## src/rtl/clock_set_ctrl.sv

```systemverilog
// clock_set_ctrl: RUN/SET_MIN/SET_HOUR mode FSM for a wall clock, with btn_inc auto-repeat,
// inactivity timeout back to RUN and a blink phase for the field being set.
module clock_set_ctrl #(
  parameter int P_HOLD    = 50_000_000,
  parameter int P_RATE    = 10_000_000,
  parameter int P_TIMEOUT = 10
) (
  input  logic       clk,
  input  logic       reset,
  input  logic       sec_tic,
  input  logic       btn_mode,
  input  logic       btn_inc,
  output logic       run_en,
  output logic       sec_clr,
  output logic       min_inc,
  output logic       hour_inc,
  output logic [1:0] mode,
  output logic       blink
);
  localparam int HMAX = (P_HOLD > P_RATE) ? P_HOLD : P_RATE;
  localparam int HW   = $clog2(HMAX + 1);
  localparam int TW   = $clog2(P_TIMEOUT + 1);

  typedef enum logic [1:0] {RUN = 2'b00, SET_MIN = 2'b01, SET_HOUR = 2'b10} state_t;

  state_t        r_state, w_state_next;
  logic          r_btn_low, r_rep, r_run_en, r_sec_clr, r_min_inc, r_hour_inc, r_blink;
  logic [HW-1:0] r_hold, w_hold_next;
  logic [TW-1:0] r_to, w_to_inc, w_to_next;
  logic          w_set, w_rise, w_tick, w_inc, w_timeout, w_chg, w_pulse, w_blink_next;

  // r_btn_low resets to 0, so a button already held through reset never looks like a fresh press
  always_comb begin
    w_set        = (r_state == SET_MIN) || (r_state == SET_HOUR);
    w_rise       = btn_inc & r_btn_low;
    w_tick       = btn_inc & (r_rep ? (r_hold == HW'(P_RATE)) : (r_hold == HW'(P_HOLD)));
    w_inc        = w_rise | w_tick;
    w_hold_next  = !btn_inc ? '0 : w_inc ? HW'(1) : (r_hold != '0) ? r_hold + 1'b1 : '0;
    w_to_inc     = (w_set && sec_tic && r_to != TW'(P_TIMEOUT)) ? r_to + 1'b1 : r_to;
    w_timeout    = w_set & ~btn_mode & ~btn_inc & (w_to_inc == TW'(P_TIMEOUT));
    w_state_next = btn_mode ? ((r_state == RUN) ? SET_MIN : (r_state == SET_MIN) ? SET_HOUR : RUN)
                 : (w_timeout || !(w_set || r_state == RUN)) ? RUN : r_state;
    w_chg        = w_state_next != r_state;
    w_to_next    = (btn_mode || btn_inc || w_chg) ? '0 : w_to_inc;
    w_pulse      = w_inc & ~btn_mode;
    w_blink_next = (w_chg || !w_set || w_inc) ? 1'b0 : r_blink ^ sec_tic;
  end

  always_ff @(posedge clk) begin
    if (reset) begin
      r_state    <= RUN;
      r_run_en   <= 1'b1;
      r_sec_clr  <= 1'b0;
      r_min_inc  <= 1'b0;
      r_hour_inc <= 1'b0;
      r_blink    <= 1'b0;
      r_hold     <= '0;
      r_rep      <= 1'b0;
      r_to       <= '0;
      r_btn_low  <= 1'b0;
    end else begin
      r_state    <= w_state_next;
      r_run_en   <= w_state_next == RUN;
      r_sec_clr  <= (r_state == RUN) && (w_state_next == SET_MIN);
      r_min_inc  <= w_pulse && (r_state == SET_MIN);
      r_hour_inc <= w_pulse && (r_state == SET_HOUR);
      r_blink    <= w_blink_next;
      r_hold     <= w_hold_next;
      r_rep      <= btn_inc & (r_rep | w_tick);
      r_to       <= w_to_next;
      r_btn_low  <= ~btn_inc;
    end
  end

  assign run_en   = r_run_en;
  assign sec_clr  = r_sec_clr;
  assign min_inc  = r_min_inc;
  assign hour_inc = r_hour_inc;
  assign mode     = r_state;
  assign blink    = r_blink;
endmodule

```

## config.mk

```make
export PLATFORM = sky130hd
export DESIGN_NAME = clock_set_ctrl
export DESIGN_NICKNAME = d
export VERILOG_FILES = /design/src/rtl/clock_set_ctrl.sv
export SDC_FILE = /design/constraint.sdc
export NUM_CORES = 1
export LEC_CHECK = 0
export CORE_UTILIZATION = 46
export CTS_BUF_LIST = sky130_fd_sc_hd__clkbuf_8
export DETAILED_ROUTE_END_ITERATION = 12
export GPL_ROUTABILITY_DRIVEN = 0
export SKIP_LAST_GASP = 1
export SYNTH_ARGS = -nofsm -noshare
export SYNTH_HDL_FRONTEND = slang
export SYNTH_SLANG_ARGS = --single-unit
```

## constraint.sdc

```tcl
create_clock -name clk -period 2.9 [get_ports clk]
set_clock_uncertainty 0.05 [all_clocks]
set_input_delay 0.58 -clock clk [delete_from_list [all_inputs] [get_ports clk]]
set_output_delay 0.58 -clock clk [all_outputs]
set_load 0.02 [all_outputs]
```

* Yosys cells after proc, flatten, opt, wreduce, memory -nomap -nowiden
Cells that the tools add are included.
** Operators by class
- Reductions and logical operators :: 21
- Equal/unequal tests :: 8
- $add $sub $neg :: 2
- Multiplexer cells :: 8
- Bitwise gates (word level) :: 13
** Operator list (count)
- adder 26 x 1 -> 26 bit (second input constant) :: 1
- == test 26 x 24 -> 1 bit (second input constant) :: 1
- == test 26 bit (second input constant) :: 1
- nonzero test 26 bit :: 1
- two-way mux 2 bit :: 4
- bitwise AND 1 bit :: 7
- logical OR 1 bit :: 7
- OR reduction 2 bit :: 3
- logical AND 1 bit :: 5
- adder 4 x 1 -> 4 bit (second input constant) :: 1
- == test 2 x 1 -> 1 bit (second input constant) :: 2
- == test 4 bit (second input constant) :: 1
- logical NOT 2 bit :: 2
- two-way mux 4 bit :: 1
- != test 4 bit (second input constant) :: 1
- OR reduction 4 bit :: 1
- two-way mux 1 bit :: 3
- inverter 1 bit :: 3
- == test 2 bit (second input constant) :: 1
- logical NOT 1 bit :: 2
- != test 2 bit :: 1
- OR 1 bit :: 2
- XOR 1 bit :: 1
** Storage, ports and cells
- Input bits :: 5
- Bits in registers :: 39
- Output and inout port bits :: 7

* Depth between registers and ports, before layout
- Depth in word-level cells :: 14
- Depth in mapped cells :: 8
- Gate-level depth less buffers :: 7

* Least setup slack after synthesis
Ideal clock, no wire load.
- Path type :: register -> register
- From :: register r_state[0], in the netlist mode[0]
- To :: register r_to[1]
- Cell stages (with the launch flop) :: 9
- Arrival time :: 2.283 ns
- Setup slack :: 0.430 ns
- Setup time :: 0.137 ns
- Required time :: 2.713 ns
- Buffers on the path :: 1
- Path through :: dfxtp_1 -> clkbuf_1 -> inv_1 -> ha_1 -> or3b_4 -> a2111oi_4 -> o22ai_4 -> a21oi_4 -> a2111oi_2
** Between the ends
- Longest elaborated chain between the ends :: 13
- Elaborated cells on any way between the ends :: 21
** RTL lines
- from (decl) :: RTL line 26 : state_t r_state, w_state_next;
- from (signal assigned) :: RTL line 62 : r_state <= w_state_next;
- == test 2 x 1 -> 1 bit / == test 2 bit (equally long branches) :: RTL line 34, 41
- logical OR 1 bit :: RTL line 34 : w_set = (r_state == SET_MIN) || (r_state == SET_HOUR);
- logical AND 1 bit (2 in series) :: RTL line 39 : w_to_inc = (w_set && sec_tic && r_to != TW'(P_TIMEOUT)) ? r_to + 1'b1 : r_to;
- two-way mux 4 bit :: RTL line 39
- == test 4 bit :: RTL line 40 : w_timeout = w_set & ~btn_mode & ~btn_inc & (w_to_inc == TW'(P_TIMEOUT));
- bitwise AND 1 bit :: RTL line 40
- logical OR 1 bit :: RTL line 42 : : (w_timeout || !(w_set || r_state == RUN)) ? RUN : r_state;
- two-way mux 2 bit :: RTL line 42
- two-way mux 2 bit :: RTL line 41 : w_state_next = btn_mode ? ((r_state == RUN) ? SET_MIN : (r_state == SET_MIN) ? SET_HOUR : RUN)
- != test 2 bit :: RTL line 43 : w_chg = w_state_next != r_state;
- logical OR 1 bit :: RTL line 44 : w_to_next = (btn_mode || btn_inc || w_chg) ? '0 : w_to_inc;
- OR reduction 2 bit (no source line)
- to (signal assigned) :: RTL line 70 : r_to <= w_to_next;
- to (decl) :: RTL line 29 : logic [TW-1:0] r_to, w_to_inc, w_to_next;
Several ways; a longest one is shown, not always the timed one.
A chain may end at the register's enable or synchronous reset.

* Final worst setup path
Ends and elaborated chain as after synthesis.

==> impl_metrics.tcl <==
set metrics [dict create \
    grt_antenna_before_repair 0 \
    drive_above_1_share 0.0902 \
    synth_top_flop_cell "sky130_fd_sc_hd__dfxtp_1" \
    port_buffers 11 \
    synth_enable_flop_cells 0 \
    report.power.total_w 0.00109 \
    post_synth_instance_area_um2 2090 \
    placement_rows 24 \
    crit-reg2reg-launch "mode[0]$_SDFF_PP0_" \
    outcome "complete, no violations" \
    synth_async_sr_flop_share 0 \
    cap_viol_max_count 0 \
    worst_ep_arrival_time_ns 2.54 \
    ant_nets 0 \
    grt_first_pass_wirelength_um 6810 \
    post_cts_hold_buffer_count 0 \
    critPathTopFamily "compound AO/OA/AOI/OAI gates" \
    path_class "reg -> reg" \
    max_freq_mhz 412 \
    cell_internal_pwr_w 0.000854 \
    yosysTopAreaCellShare 0.374 \
    sequentialPowerShare 0.506 \
    initialDrtViolationCount 63 \
    dieArea_um2 4820 \
    pin_count 12 \
    netSwitchingPower_w 0.000231 \
    critPathMaxFanout 11 \
    dp.cells 299 \
    whs_ns 0.473 \
    synth_sequential_area_ratio 0.374 \
    number_of_clock_buffers_inserted_by_tritoncts 5 \
    final_period_minus_worst_setup_slack_ns 2.43 \
    chipHeight_um 69.4 \
    finish.utilization 0.545 \
    post_cts_resize_count 0 \
    diodes 0 \
    timing.hold.worst.class "reg -> reg" \
    finalSetupViolCount 0 \
    gr-usage-all-layers 0.174 \
    post-route-drc-count 0 \
    post_syn_nets 253 \
    tightestPinTransition_ns 0.430 \
    yosys_register_bits 39 \
    setup.worst_path.end_class "flop" \
    cts_setup_buffers 0 \
    rsz0062_at_grt "no" \
    tritoncts "done" \
    num-nets-final 267 \
    fp.coreArea_um2 4350 \
    syn2layout_area_growth_pct 13.5 \
    holdCritStartpoint "r_rep$_SDFF_PP0_" \
    detail_route.wirelength_um 3990 \
    combinationalPowerShare 0.069 \
    synthesis.yosys.warnings 0 \
    seqCellArea_um2 781 \
    crit_path_start_kind "flop" \
    critPathSlowestCell "sky130_fd_sc_hd__dfxtp_1" \
    filler_cell_count 427 \
    timing.final.max_slew_violations 0 \
    h-tree-depth 2 \
    vias 1608 \
    worst_ep_required_time_ns 3.01 \
    synth_top_cell_by_area "sky130_fd_sc_hd__dfxtp_1" \
    synth.lib_cells_used.distinct 46 \
    max-vdd-ir-drop_mv 0.172 \
    wl_per_cell_um 13.0 \
    insertion_delay_ns 0.28 \
    dieWidth_um 69.4 \
    power_density_nw_per_um2 458 \
    first_global_vias 1521 \
    drt-pass1-iter-count 4 \
    critPathLaunch "mode[0]$_SDFF_PP0_" \
    timing.max_slew.rel_slack 0.711 \
    gate_count_of_the_mapped_netlist 240 \
    globalRouteOverflowTotal 0 \
    final_cell_count_no_fill 307 \
    grt_max_degree 20 \
    critical_path.max_stage_delay_ns 0.53 \
    largest_cells_by_area_after_synthesis "sky130_fd_sc_hd__dfxtp_1, sky130_fd_sc_hd__xor2_1, sky130_fd_sc_hd__nor2_1" \
    crit_path_cell_trace "inv_1, ha_1, or3b_4, a2111oi_4, o22ai_4, a21oi_4, a2111oi_2" \
    total_count_of_hold_check_failures_in_the_final_report 0 \
    cp_bufs_invs 1 \
    max-clock-path-buffers 2 \
    post-route-period-util 0.837 \
    switching_share 0.213 \
    starting_density_of_the_core 0.480 \
    leakagePower_nw 0.783 \
    dpl.hpwl_um 3010 \
    post_synth.cell_area_avg_um2 8.71 \
    yosys-top-cells-count "sky130_fd_sc_hd__nor2_1, sky130_fd_sc_hd__dfxtp_1, sky130_fd_sc_hd__nand2_1, sky130_fd_sc_hd__xor2_1, sky130_fd_sc_hd__nand3_1" \
    multi_input_comb_area_um2 1240 \
    cts.reportedPaths.clkPinSlew_ns 0.08 \
    tritoncts_num_sinks 39 \
    route.detailed.vias_per_inst 5.24 \
    root_buffer "sky130_fd_sc_hd__clkbuf_8" \
    yosys.cell_count.top_type "sky130_fd_sc_hd__nor2_1" \
    power.share.clock 0.426 \
    totalNegativeSetupSlack_ns 0 \
]
-- registers in the layout (all words and copies together) (netlist names) --
name,cells
r_btn_low,1
min_inc,1
r_to,4
blink,1
run_en,1
r_hold,26
r_rep,1
hour_inc,1
sec_clr,1
mode,2
-- cell type report --
cell class | count | area share
Inverter | 9 | 0.0142
Clock inverter | 2 | 0.0148
Timing Repair Buffer | 14 | 0.0559
Sequential cell | 39 | 0.329
Multi-Input combinational cell | 185 | 0.524
Tap cell | 52 | 0.0274
Clock buffer | 6 | 0.0348
-- through the flow --
step	instance area, µm²	worst slack [ns]
2_1_floorplan	2090	0.430
3_3_place_gp	2250	0.427
3_5_place_dp	2250	0.403
4_1_cts	2370	0.458
5_1_grt	2370	0.338
6_report	2370	0.472
-- worst paths after layout --
check | endpoint | slack, ns | cells after the start
max reg2reg | r_to[1]$_SDFF_PP0_ | 0.47 | 7
min | r_rep$_SDFF_PP0_ | 0.47 | 2
min reg2reg | r_rep$_SDFF_PP0_ | 0.47 | 2
max | r_to[1]$_SDFF_PP0_ | 0.47 | 7
-- logic make-up after synthesis --
group,after synthesis,synth area share
xor+xnor,28,0.117
simple gates,125,0.326
fa+ha+maj,8,0.0479
compound gates,24,0.103
buf+inv,16,0.0317
flops,39,0.374
-- power by group through the flow --
stage,logic (W),clock network [W],registers [W]
2_1_floorplan,0.0000429,0,0.000565
3_3_place_gp,0.0000747,0,0.000561
3_5_place_dp,0.0000748,0,0.000561
4_1_cts,0.0000752,0.000475,0.000549
5_1_grt,0.0000823,0.000498,0.000550
6_report,0.0000747,0.000462,0.000549
-- layout by cell type (no fill, tap or decap), types with 4 or more instances in the layout --
master,instances
sky130_fd_sc_hd__a21oi_1,8
sky130_fd_sc_hd__and3_1,4
sky130_fd_sc_hd__clkbuf_8,6
sky130_fd_sc_hd__clkdlybuf4s50_1,11
sky130_fd_sc_hd__dfxtp_1,39
sky130_fd_sc_hd__ha_1,8
sky130_fd_sc_hd__inv_1,9
sky130_fd_sc_hd__nand2_1,21
sky130_fd_sc_hd__nand3_1,14
sky130_fd_sc_hd__nand4_1,7
sky130_fd_sc_hd__nor2_1,42
sky130_fd_sc_hd__nor3_1,7
sky130_fd_sc_hd__nor4_1,6
sky130_fd_sc_hd__xnor2_1,9
sky130_fd_sc_hd__xor2_1,19
-- tightest hold or removal path, stage by stage, from the launching register on --
cell and delay, ns:
sky130_fd_sc_hd__dfxtp_1 0.34, sky130_fd_sc_hd__inv_1 0.08, sky130_fd_sc_hd__a21oi_1 0.06
-- routing by layer --
layer / track usage / wire length, µm
met1: 0.219 / 1920
met2: 0.296 / 1940
met3: 0.0349 / 94
met4: 0.0612 / 42
met5: 0 / 0
Power figures use the tool's default switching activity.
